--- src/rtl/aes_output_serializer.sv ---
// Buffers 128-bit AES results in a small block FIFO and streams each block
// out as WORD_WIDTH-bit words, most-significant word first, over valid/ready.
module aes_output_serializer #(
  parameter int WORD_WIDTH = 32,
  parameter int DEPTH      = 2
) (
  input  logic                    clk,
  input  logic                    rst,
  input  logic                    output_valid,
  input  logic [127:0]            cipher_text,
  output logic [WORD_WIDTH-1:0]   word_out,
  output logic                    word_valid,
  input  logic                    word_ready,
  output logic                    word_last,
  output logic [$clog2(DEPTH):0]  blocks_pending,
  output logic                    overflow
);

  localparam int N     = 128 / WORD_WIDTH;
  localparam int IDX_W = (N > 1) ? $clog2(N) : 1;
  localparam int PTR_W = $clog2(DEPTH);
  localparam int CNT_W = PTR_W + 1;
  localparam logic [IDX_W-1:0] IDX_LAST = IDX_W'(N - 1);
  localparam logic [CNT_W-1:0] CNT_FULL = CNT_W'(DEPTH);

  typedef enum logic {S_IDLE, S_STREAM} state_e;

  state_e             state_q, state_d;
  logic [127:0]       mem_q [DEPTH];
  logic [PTR_W-1:0]   wr_ptr_q, wr_ptr_d;
  logic [PTR_W-1:0]   rd_ptr_q, rd_ptr_d;
  logic [CNT_W-1:0]   count_q, count_d;
  logic [IDX_W-1:0]   idx_q, idx_d;
  logic               overflow_q, overflow_d;

  logic               streaming;
  logic               full;
  logic               xfer;
  logic               pop;
  logic               wr_accept;
  logic [127:0]       head;
  logic [WORD_WIDTH-1:0] head_words [N];

  assign streaming = (state_q == S_STREAM);
  assign full      = (count_q == CNT_FULL);
  assign xfer      = streaming & word_ready;
  assign pop       = xfer & (idx_q == IDX_LAST);
  // A final-word pop frees the head slot in the same edge, so a full FIFO
  // can still take a new block without dropping it.
  assign wr_accept = output_valid & (~full | pop);
  assign head      = mem_q[rd_ptr_q];

  genvar gi;
  generate
    for (gi = 0; gi < N; gi++) begin : g_slice
      localparam int HI = 127 - gi * WORD_WIDTH;
      assign head_words[gi] = head[HI -: WORD_WIDTH];
    end
  endgenerate

  // Block storage carries no reset; clearing the pointers discards contents.
  always_ff @(posedge clk) begin
    if (wr_accept) begin
      mem_q[wr_ptr_q] <= cipher_text;
    end
  end

  always_comb begin
    wr_ptr_d   = wr_ptr_q;
    rd_ptr_d   = rd_ptr_q;
    count_d    = count_q;
    idx_d      = idx_q;
    overflow_d = overflow_q | (output_valid & ~wr_accept);
    if (wr_accept) begin
      wr_ptr_d = wr_ptr_q + 1'b1;
    end
    if (pop) begin
      rd_ptr_d = rd_ptr_q + 1'b1;
    end
    case ({wr_accept, pop})
      2'b10:   count_d = count_q + 1'b1;
      2'b01:   count_d = count_q - 1'b1;
      default: count_d = count_q;
    endcase
    if (xfer) begin
      idx_d = (idx_q == IDX_LAST) ? '0 : idx_q + 1'b1;
    end
  end

  always_ff @(posedge clk or negedge rst) begin
    if (!rst) begin
      wr_ptr_q   <= '0;
      rd_ptr_q   <= '0;
      count_q    <= '0;
      idx_q      <= '0;
      overflow_q <= 1'b0;
    end else begin
      wr_ptr_q   <= wr_ptr_d;
      rd_ptr_q   <= rd_ptr_d;
      count_q    <= count_d;
      idx_q      <= idx_d;
      overflow_q <= overflow_d;
    end
  end

  always_ff @(posedge clk or negedge rst) begin
    if (!rst) begin
      state_q <= S_IDLE;
    end else begin
      state_q <= state_d;
    end
  end

  // Leaving STREAM looks at the post-pop count so a queued block follows
  // its predecessor with no idle cycle.
  always_comb begin
    state_d = state_q;
    case (state_q)
      S_IDLE: begin
        if (count_q != '0) begin
          state_d = S_STREAM;
        end
      end
      S_STREAM: begin
        if (pop && (count_d == '0)) begin
          state_d = S_IDLE;
        end
      end
      default: state_d = S_IDLE;
    endcase
  end

  always_comb begin
    word_valid = 1'b0;
    word_last  = 1'b0;
    word_out   = '0;
    if (streaming) begin
      word_valid = 1'b1;
      word_last  = (idx_q == IDX_LAST);
      word_out   = head_words[idx_q];
    end
  end

  assign blocks_pending = count_q;
  assign overflow       = overflow_q;

endmodule

--- config.mk ---
export PLATFORM = sky130hd
export DESIGN_NAME = aes_output_serializer
export DESIGN_NICKNAME = d
export VERILOG_FILES = /design/src/rtl/aes_output_serializer.sv
export SDC_FILE = /design/constraint.sdc
export NUM_CORES = 1
export LEC_CHECK = 0
export ABC_AREA = 1
export CORE_MARGIN = 5
export CORE_UTILIZATION = 55
export DETAILED_ROUTE_END_ITERATION = 16
export MAX_ROUTING_LAYER = met4
export PLACE_DENSITY = 0.81
export SLEW_MARGIN = 10
export SYNTH_ARGS = -nofsm -noshare
export SYNTH_HDL_FRONTEND = slang
export SYNTH_SLANG_ARGS = --single-unit
--- constraint.sdc ---
create_clock -name clk -period 17.4 [get_ports clk]
set_input_delay 3.48 -clock clk [delete_from_list [all_inputs] [get_ports clk]]
set_output_delay 3.48 -clock clk [all_outputs]
set_load 0.03 [all_outputs]
==> results of run 1 <==
state kept, by name, indices dropped and copies added, names as in the netlist:
name            flops
blocks_pending      2
idx_q               2
mem_q             256
overflow            1
rd_ptr_q            1
state_q             1
wr_ptr_q            1
layer usage:
metal	GRT usage [%]	part of all wire, %	vias to the layer above
li1	-	-	3229
met3	4.02	9.1	37
met5	-	0	-
met4	7.25	2.8	0
met1	27.7	36	3392
met2	38.3	52	313
layout by cell type (no fill, tap or decap), types with 2 or more instances in the layout:
cell type | netlist | final
nand3_1 | 6 | 6
clkdlybuf4s50_1 | 0 | 168
bufinv_16 | 0 | 5
dfrtp_1 | 8 | 5
a21oi_1 | 2 | 2
inv_1 | 10 | 10
clkinv_1 | 0 | 5
clkbuf_1 | 11 | 5
edfxtp_1 | 256 | 256
diode_2 | 0 | 2
nor2_2 | 10 | 10
o211ai_1 | 22 | 22
nor2_4 | 0 | 2
o21ai_1 | 27 | 27
o22ai_1 | 32 | 32
o211ai_2 | 10 | 10
nand2_1 | 47 | 47
buf_4 | 4 | 10
clkbuf_16 | 0 | 27
o21ai_0 | 101 | 101
nor2_1 | 220 | 218
dfrtp_2 | 0 | 2
clkinv_2 | 0 | 4
worst max path at each step:
stage	start	endpoint	slack (ns)	cells after the start
2_1_floorplan	word_ready	mem_q[1][0]$_DFFE_PP_	7.63	4
3_3_place_gp	rd_ptr_q$_DFFE_PN0N_	word_out[11]	10.52	7
3_5_place_dp	rd_ptr_q$_DFFE_PN0N_	word_out[11]	10.39	7
4_1_cts	rd_ptr_q$_DFFE_PN0N_	word_out[11]	9.85	7
5_1_grt	rd_ptr_q$_DFFE_PN0N_	word_out[11]	9.62	7
6_report	rd_ptr_q$_DFFE_PN0N_	word_out[11]	9.88	7
stage by stage:
stage	area [sq um]	util (%)	power (mW)	instances	hold WS, ns
after floorplan	10500	-	1.62	810	0.485
after global placement	12300	65.5	1.91	1169	0.515
after detailed placement	12300	65.5	1.94	1169	0.560
after CTS	13200	70.2	2.52	1215	0.580
after global routing	13200	70.2	2.63	1217	0.605
final	13200	70.2	2.50	1217	0.574
power groups by stage:
stage	Clock (mW)	Sequential, mW	Combinational (mW)
after floorplan	0	0.945	0.674
after global placement	0	0.964	0.950
after detailed placement	0	0.972	0.970
after CTS	0.584	0.959	0.976
after global routing	0.611	0.974	1.05
final	0.577	0.957	0.968
area by class of cell:
cell class | instances | area, sq um
clock buffers | 32 | 694
clock inverters | 14 | 189
multi-input cells | 482 | 2300
inverters | 11 | 43.8
well taps | 234 | 293
diodes | 2 | 5.00
fillers | 1304 | 5600
flip-flops and latches | 264 | 7890
repair buffers | 178 | 1760
cells by family after synthesis:
kind of cell               share of synthesized area (%)
muxes                                              0.107
DFF                                                 74.9
AOI/OAI and AO/OA                                   10.9
adders and majority gates                          0.119
buffers and inverters                               3.49
xor gates and xnor gates                          0.0831
and+or+nand+nor                                     10.4
==> flow_summary.ini, run 1 <==
[sta]
fin_skew_ns = 0.00639
fin_crit_ns = 7.52
maxSlewHeadroom_pct = 33.7
rsz0062_at_grt = no
hold_violations = 0
slew_violations = 0
setup_viol = 0
fmax_mhz = 133
setup_tns_ns = 0
worstMarginPinSlew_ns = 0.994
layout_setup_ws_ns = 9.88
fin_crit_sh_pct = 43.2

[setup_path]
critical-path-top-delay-family = buffers and inverters
rr_startpoint = idx_q[0]$_DFFE_PN0P_
required_ns = 13.92
worstSetupPathType = reg -> out
slowest_stage = dfrtp_4
arrival_ns = 4.04
path_max_fanout = 73
cp-end-kind = primary output
rrSetupSlack_ns = 12.99
cp-start-kind = register
cp_cell_sequence = inv_4, buf_4, o21ai_0, o22ai_1, nor2_1, nor2_1, clkdlybuf4s50_1
cpMostUsedCell = nor2_1
cp_slowest_stage_delay_ns = 0.74
reg2regPathDepth = 8
regToRegEndpoint = mem_q[0][47]$_DFFE_PP_
critPathBufInv = 3

[route]
drc = 0
drt_iter0_drc = 624
route.detailed.vias_per_inst = 5.73
vias = 6971
drt-total-wl_mm = 24.6
detail-route-antenna-nets = 0
wl_per_cell_um = 20.2
drtPass1Iterations = 4

[synth]
synth-main-ff-cell = edfxtp_1
synth_common_cells = 256 x edfxtp_1, 220 x nor2_1, 101 x o21ai_0
synth_top_area_share_pct = 73.0
postSynthAreaPerCell_sq_um = 13.0
synth_cell_types = 26
yosys.area.top_type = edfxtp_1
synth_edf_count = 256
synthesis.area_sq_um = 10500
synthCells = 810
yosysSeqAreaShare_pct = 74.9
synth_area_leaders = edfxtp_1 73%, nor2_1 7.8%, o21ai_0 4.8%
syn-num-nets = 943
synth_seq_cells = 264
async_flop_share_pct = 3.03
yosysMostFrequentCell = edfxtp_1
ys_warn_count = 0

[power_and_ir_drop]
p_seq_share_pct = 38.3
ir_drop_v = 0.000161
powerDensity_nw_per_um2 = 190
combPwrFrac_pct = 38.7
p_sw_mw = 0.944
p_int_mw = 1.56
power_leakage_nw = 4.59
swShare_pct = 37.7
clkPwrFrac_pct = 23.1

[clocking]
htreeDepth = 1
cts_root_buf = clkbuf_16
clkLatencyLatePin_ns = 0.51
clock-sinks = 264
numCtsBuffers = 26
cts_tree = done
cts.hold.buffers_added = 0
cts.path.max_buffers = 3
post_cts_buffers = 0
post_cts_resized = 0
clkTransAtPathRegs_ns = 0.06

[global_routing]
grt_pass1_wl_mm = 37.2
track_usage_pct = 22.5
grt_pass1_vias = 7059
grt_start_max_net_pins = 74
overflow = 0
antenna_found_initial = 2

[job]
max_cap_violations = 0

[finish]
nNetsFinal = 1096
drive_gt1_share_pct = 7.44
area_growth_pct = 25.0

[floorplanning]
die_x_um = 148
dieArea_sq_um = 22000
start_util_pct = 56.1
row_count = 50
io_pins = 169
core_sq_um = 18800
fp.dieH_um = 148

[worst_hold_path]
hold-path-endpoint = overflow$_DFF_PN0_
hp-class = reg -> reg
hold_depth = 1
min_from = overflow$_DFF_PN0_

[placed_design]
numPortBuffers = 168
pre_cts_ws_ns = 10.39
place_hpwl_mm = 15.5
place.gp.congestion = 0.781

[run_status]
status = finished, final reports clean
Note: power is estimated with default switching activity, not from simulation.
==> inputs of run 2 (changes only) <==
--- a/config.mk
+++ b/config.mk
@@ -7,10 +7,10 @@
 export LEC_CHECK = 0
 export ABC_AREA = 1
 export CORE_MARGIN = 5
-export CORE_UTILIZATION = 55
+export CORE_UTILIZATION = 53
 export DETAILED_ROUTE_END_ITERATION = 16
 export MAX_ROUTING_LAYER = met4
-export PLACE_DENSITY = 0.81
+export PLACE_DENSITY = 0.78
 export SLEW_MARGIN = 10
 export SYNTH_ARGS = -nofsm -noshare
 export SYNTH_HDL_FRONTEND = slang
==> constraint.sdc (replaced) <==
create_clock -name clk -period 7.75 [get_ports clk]
set_input_delay 1.55 -clock clk [delete_from_list [all_inputs] [get_ports clk]]
set_output_delay 1.55 -clock clk [all_outputs]
set_load 0.03 [all_outputs]
==> run 2 against run 1 <==
  * Combinational power is 120% higher
  * Count of clock-buffer cells in the layout is 6 higher
  * Cell count rose by 2.4%
  * Critical path depth is the same
==> flow_summary.ini, run 2 (synthesis gave the netlist of run 1 again) <==
[run_status]
status = finished, final reports clean

[power_and_ir_drop]
swShare_pct = 38.4
finalPower_mw = 5.53
ir_drop_v = 0.000346
powerDensity_nw_per_um2 = 420
p_sw_mw = 2.13
combPwrFrac_pct = 39.3
p_int_mw = 3.40
power_leakage_nw = 4.56
clkPwrFrac_pct = 21.8
p_seq_share_pct = 38.9

[sta]
fin_skew_ns = 0.00983
setup_tns_ns = 0
worstMarginPinSlew_ns = 1.17
setup_viol = 0
slew_violations = 0
hold_violations = 0
rsz0062_at_grt = no
fmax_mhz = 183
maxSlewHeadroom_pct = 21.6
fin_crit_ns = 5.45
fin_crit_sh_pct = 70.4

[setup_path]
arrival_ns = 3.90
startpoint = rd_ptr_q$_DFFE_PN0N_
cp_cell_sequence = inv_4, buf_4, o21ai_0, o22ai_1, nor2_1, nor2_1, clkdlybuf4s50_1
crit_end = word_out[29]
required_ns = 6.20
critical-path-top-delay-family = buffers and inverters
critPathBufInv = 3
regToRegEndpoint = mem_q[0][23]$_DFFE_PP_
cp-start-kind = register
rrSetupSlack_ns = 4.54
reg2regPathDepth = 6
path_max_fanout = 93
cp_slowest_stage_delay_ns = 0.81
cpMostUsedCell = nor2_1
cp.depth = 7
rr_startpoint = idx_q[1]$_DFFE_PN0P_
worstSetupPathType = reg -> out
cp-end-kind = primary output
slowest_stage = inv_4

[global_routing]
grt_start_max_net_pins = 112
grt_use_met2_pct = 37.9
grt_pass1_wl_mm = 38.2
grt_pass1_vias = 7026
grt_use_met3_pct = 3.77
antenna_found_initial = 0
grt.busiest_layer = met2
track_usage_pct = 22.8
overflow = 0
use_met1_pct = 28.7

[clocking]
post_cts_resized = 0
htreeDepth = 1
cts_root_buf = clkbuf_16
clock-sinks = 264
cts.path.max_buffers = 3
cts_tree = done
numCtsBuffers = 27
cts.hold.buffers_added = 0
post_cts_buffers = 0
clkLatencyLatePin_ns = 0.51
clkTransAtPathRegs_ns = 0.06

[floorplanning]
io_pins = 169
row_count = 51
dieArea_sq_um = 22800
fp.dieH_um = 151
core_sq_um = 19500
start_util_pct = 54.0
die_x_um = 151

[finish]
drive_gt1_share_pct = 7.24
largest_reg_flops = 256
diodes = 0
final_common_cell = edfxtp_1
stdcell_area_sq_um = 13200
final_cell_mix = 256 x edfxtp_1, 218 x nor2_1, 168 x clkdlybuf4s50_1
fin_util_pct = 67.4
area_growth_pct = 24.8
regMostFlops = mem_q
nNetsFinal = 1094

[route]
wl_per_cell_um = 20.4
route.detailed.vias_per_inst = 5.61
drt-total-wl_mm = 25.4
drtPass1Iterations = 5
drc = 0
drt_iter0_drc = 535
detail-route-antenna-nets = 0
vias = 6991

[placed_design]
numPortBuffers = 168
place_hpwl_mm = 16.1
place.gp.congestion = 0.809
dpl_cell_area_sq_um = 12300

[worst_hold_path]
hp-class = reg -> reg

[job]
max_cap_violations = 0
-- run 2: worst reg2reg max path: stages, from the launching register on --
cell     delay, ns
dfrtp_2       0.79
ha_1          0.35
nand3_1       0.18
nand3_1       0.18
nand2_1       0.15
nor2_4        0.55
buf_12        0.51
-- run 2: worst min-delay path by stage --
| stage | start | end | slack (ns) | cells after the start |
|---|---|---|---|---|
| floorplan | wr_ptr_q$_DFFE_PN0P_ | wr_ptr_q$_DFFE_PN0P_ | 0.50 | 2 |
| global placement | overflow$_DFF_PN0_ | overflow$_DFF_PN0_ | 0.46 | 1 |
| detailed placement | overflow$_DFF_PN0_ | overflow$_DFF_PN0_ | 0.47 | 1 |
| CTS | overflow$_DFF_PN0_ | overflow$_DFF_PN0_ | 0.49 | 1 |
| global route | overflow$_DFF_PN0_ | overflow$_DFF_PN0_ | 0.51 | 1 |
| finish | overflow$_DFF_PN0_ | overflow$_DFF_PN0_ | 0.48 | 1 |
-- run 2: per-layer routing --
layer  share of wire (%)  wire, um  up-vias
met4                 3.6       911        0
met3                 7.8      1990       59
met5                   0         0        -
met1                  39      9780     3392
li1                    -         -     3237
met2                  50     12700      303
-- run 2: layout make-up --
class                   count  area (sq um)
flip-flops and latches    264          7890
inverters                  11          43.8
clock inverters            11          81.3
multi-input cells         482          2300
clock buffers              38           747
repair buffers            175          1760
well taps                 265           332
fillers                  1440          6370
-- run 2: through the flow --
stage | setup WS [ns] | hold slack (ns) | cells
detailed placement | 2.84 | 0.468 | 1197
global placement | 2.88 | 0.464 | 1197
floorplan | 2.07 | 0.504 | 810
CTS | 2.30 | 0.489 | 1246
global route | 2.02 | 0.514 | 1246
finish | 2.30 | 0.483 | 1246
-- run 2: power groups by stage --
| stage | logic, mW | clock network [mW] | registers, mW |
|---|---|---|---|
| 2_1_floorplan | 1.51 | 0 | 2.09 |
| 3_3_place_gp | 2.14 | 0 | 2.16 |
| 3_5_place_dp | 2.18 | 0 | 2.18 |
| 4_1_cts | 2.19 | 1.22 | 2.15 |
| 5_1_grt | 2.37 | 1.28 | 2.18 |
| 6_report | 2.17 | 1.21 | 2.15 |
==> inputs of run 3 (changes only) <==
==> constraint.sdc (replaced) <==
create_clock -name clk -period 5.4 [get_ports clk]
set_input_delay 1.08 -clock clk [delete_from_list [all_inputs] [get_ports clk]]
set_output_delay 1.08 -clock clk [all_outputs]
set_load 0.03 [all_outputs]
==> run 3 against run 2 <==
  * Count of clock-buffer cells in the layout decreased by 8
  * Combinational power increased by 47%
  * Worst setup slack got worse by 1.5 ns
  * Via count decreased by 0.84%
  * Wire length decreased by 0.92%
  * Sequential share of layout area decreased by 0.27 points
  * Clock skew decreased by 0.0034 ns
  * Hold slack got worse by 0.0091 ns
  * Cell area increased by 0.45%
==> flow_summary.ini, run 3 (synthesis gave the netlist of run 1 again) <==
[finish]
final_cell_mix = 256 x edfxtp_1, 218 x nor2_1, 168 x clkdlybuf4s50_1
area_growth_pct = 25.4
fin_util_pct = 67.7
stdcell_area_sq_um = 13200
regMostFlops = mem_q
final_common_cell = edfxtp_1
largest_reg_flops = 256
fill_cells = 1405
drive_gt1_share_pct = 7.34
nNetsFinal = 1097

[setup_path]
cp_cell_sequence = inv_4, buf_4, nor2_1, o211ai_1, nand2_1, nor2_1, clkdlybuf4s50_1
worstSetupPathType = reg -> out
arrival_ns = 3.55
critical-path-top-delay-family = buffers and inverters
cp-start-kind = register
cp_slowest_stage_delay_ns = 0.76
slowest_stage = clkdlybuf4s50_1
cp.depth = 7
cp-end-kind = primary output
required_ns = 4.32
reg2regPathDepth = 7
critPathBufInv = 3
path_max_fanout = 67
cpMostUsedCell = nor2_1

[global_routing]
overflow = 0
grt_start_max_net_pins = 111
track_usage_pct = 22.6
antenna_found_initial = 2
grt_pass1_vias = 6989
grt_pass1_wl_mm = 37.9

[clocking]
post_cts_buffers = 0
clkTransAtPathRegs_ns = 0.06
numCtsBuffers = 27
clkLatencyLatePin_ns = 0.51
cts.hold.buffers_added = 0
htreeDepth = 1
cts.path.max_buffers = 3
post_cts_resized = 0
cts_root_buf = clkbuf_16
cts_tree = done
clock-sinks = 264

[floorplanning]
dieArea_sq_um = 22800
core_sq_um = 19500
io_pins = 169
fp.dieH_um = 151
die_x_um = 151
row_count = 51
start_util_pct = 54.0

[route]
route.detailed.vias_per_inst = 5.55
drc = 0
drt-total-wl_mm = 25.1
drtPass1Iterations = 5
detail-route-antenna-nets = 0
wl_per_cell_um = 20.1
vias = 6932
drt_iter0_drc = 510

[sta]
layout_setup_ws_ns = 0.771
rsz0062_at_grt = no
setup_tns_ns = 0
fin_crit_sh_pct = 85.7
fin_crit_ns = 4.63
fin_hold_ws_ns = 0.473
hold_violations = 0
fmax_mhz = 216
fin_skew_ns = 0.00640
slew_violations = 0
setup_viol = 0
worstMarginPinSlew_ns = 1.04
maxSlewHeadroom_pct = 30.4

[job]
max_cap_violations = 0

[placed_design]
numPortBuffers = 168
pre_cts_ws_ns = 1.33
place.gp.congestion = 0.789
dpl_cell_area_sq_um = 12400
place_hpwl_mm = 16.0

[power_and_ir_drop]
power_leakage_nw = 4.58
ir_drop_v = 0.000549
powerDensity_nw_per_um2 = 606

[worst_hold_path]
hold_depth = 1
hp-class = reg -> reg

[run_status]
status = finished, final reports clean
[run 3: layout make-up]
type | count | area [sq um] | area share [%]
inverters | 11 | 43.8 | 0.331
diodes | 2 | 5.00 | 0.0379
repair buffers | 178 | 1810 | 13.7
clock inverters | 16 | 148 | 1.12
well taps | 265 | 332 | 2.51
multi-input cells | 482 | 2300 | 17.4
clock buffers | 30 | 687 | 5.20
flip-flops and latches | 264 | 7890 | 59.7
[run 3: path summary, 6_finish.rpt]
path                                 startpoint                endpoint  slack, ns
max                        rd_ptr_q$_DFFE_PN0N_            word_out[15]       0.77
min                          overflow$_DFF_PN0_      overflow$_DFF_PN0_       0.47
max reg2reg                idx_q[0]$_DFFE_PN0P_  mem_q[0][84]$_DFFE_PP_       1.92
min reg2reg                  overflow$_DFF_PN0_      overflow$_DFF_PN0_       0.47
min in group asynchronous                   rst    rd_ptr_q$_DFFE_PN0N_       0.84
max in group asynchronous                   rst    rd_ptr_q$_DFFE_PN0N_       4.27
[run 3: worst reg2reg max path: stages (launching register included)]
cell     delay [ns]
dfrtp_2        0.35
buf_4          0.73
ha_1           0.38
nand3_1        0.19
nand3_1        0.17
nand2_1        0.14
nor2_4         0.51
buf_12         0.53
[run 3: where the power goes]
group / total, mW / switching (mW) / internal [mW]
logic: 3.20 / 2.09 / 1.10
clock network: 1.76 / 0.716 / 1.05
registers: 3.05 / 0.249 / 2.80
total: 8.01 / 3.06 / 4.95
[run 3: metrics by stage]
| stage | power (mW) | cells |
|---|---|---|
| 2_1_floorplan | 5.17 | 810 |
| 3_3_place_gp | 6.20 | 1200 |
| 3_5_place_dp | 6.29 | 1200 |
| 4_1_cts | 8.07 | 1246 |
| 5_1_grt | 8.45 | 1248 |
| 6_report | 8.01 | 1248 |
[run 3: routing by layer]
metal,GRT usage (%),wire (um),share of wire (%),up-vias
met3,4.82,2130,8.5,46
met1,27.6,9300,37,3360
met2,38.5,13000,52,282
met5,-,0,0,-
li1,-,-,-,3244
met4,6.17,699,2.8,0
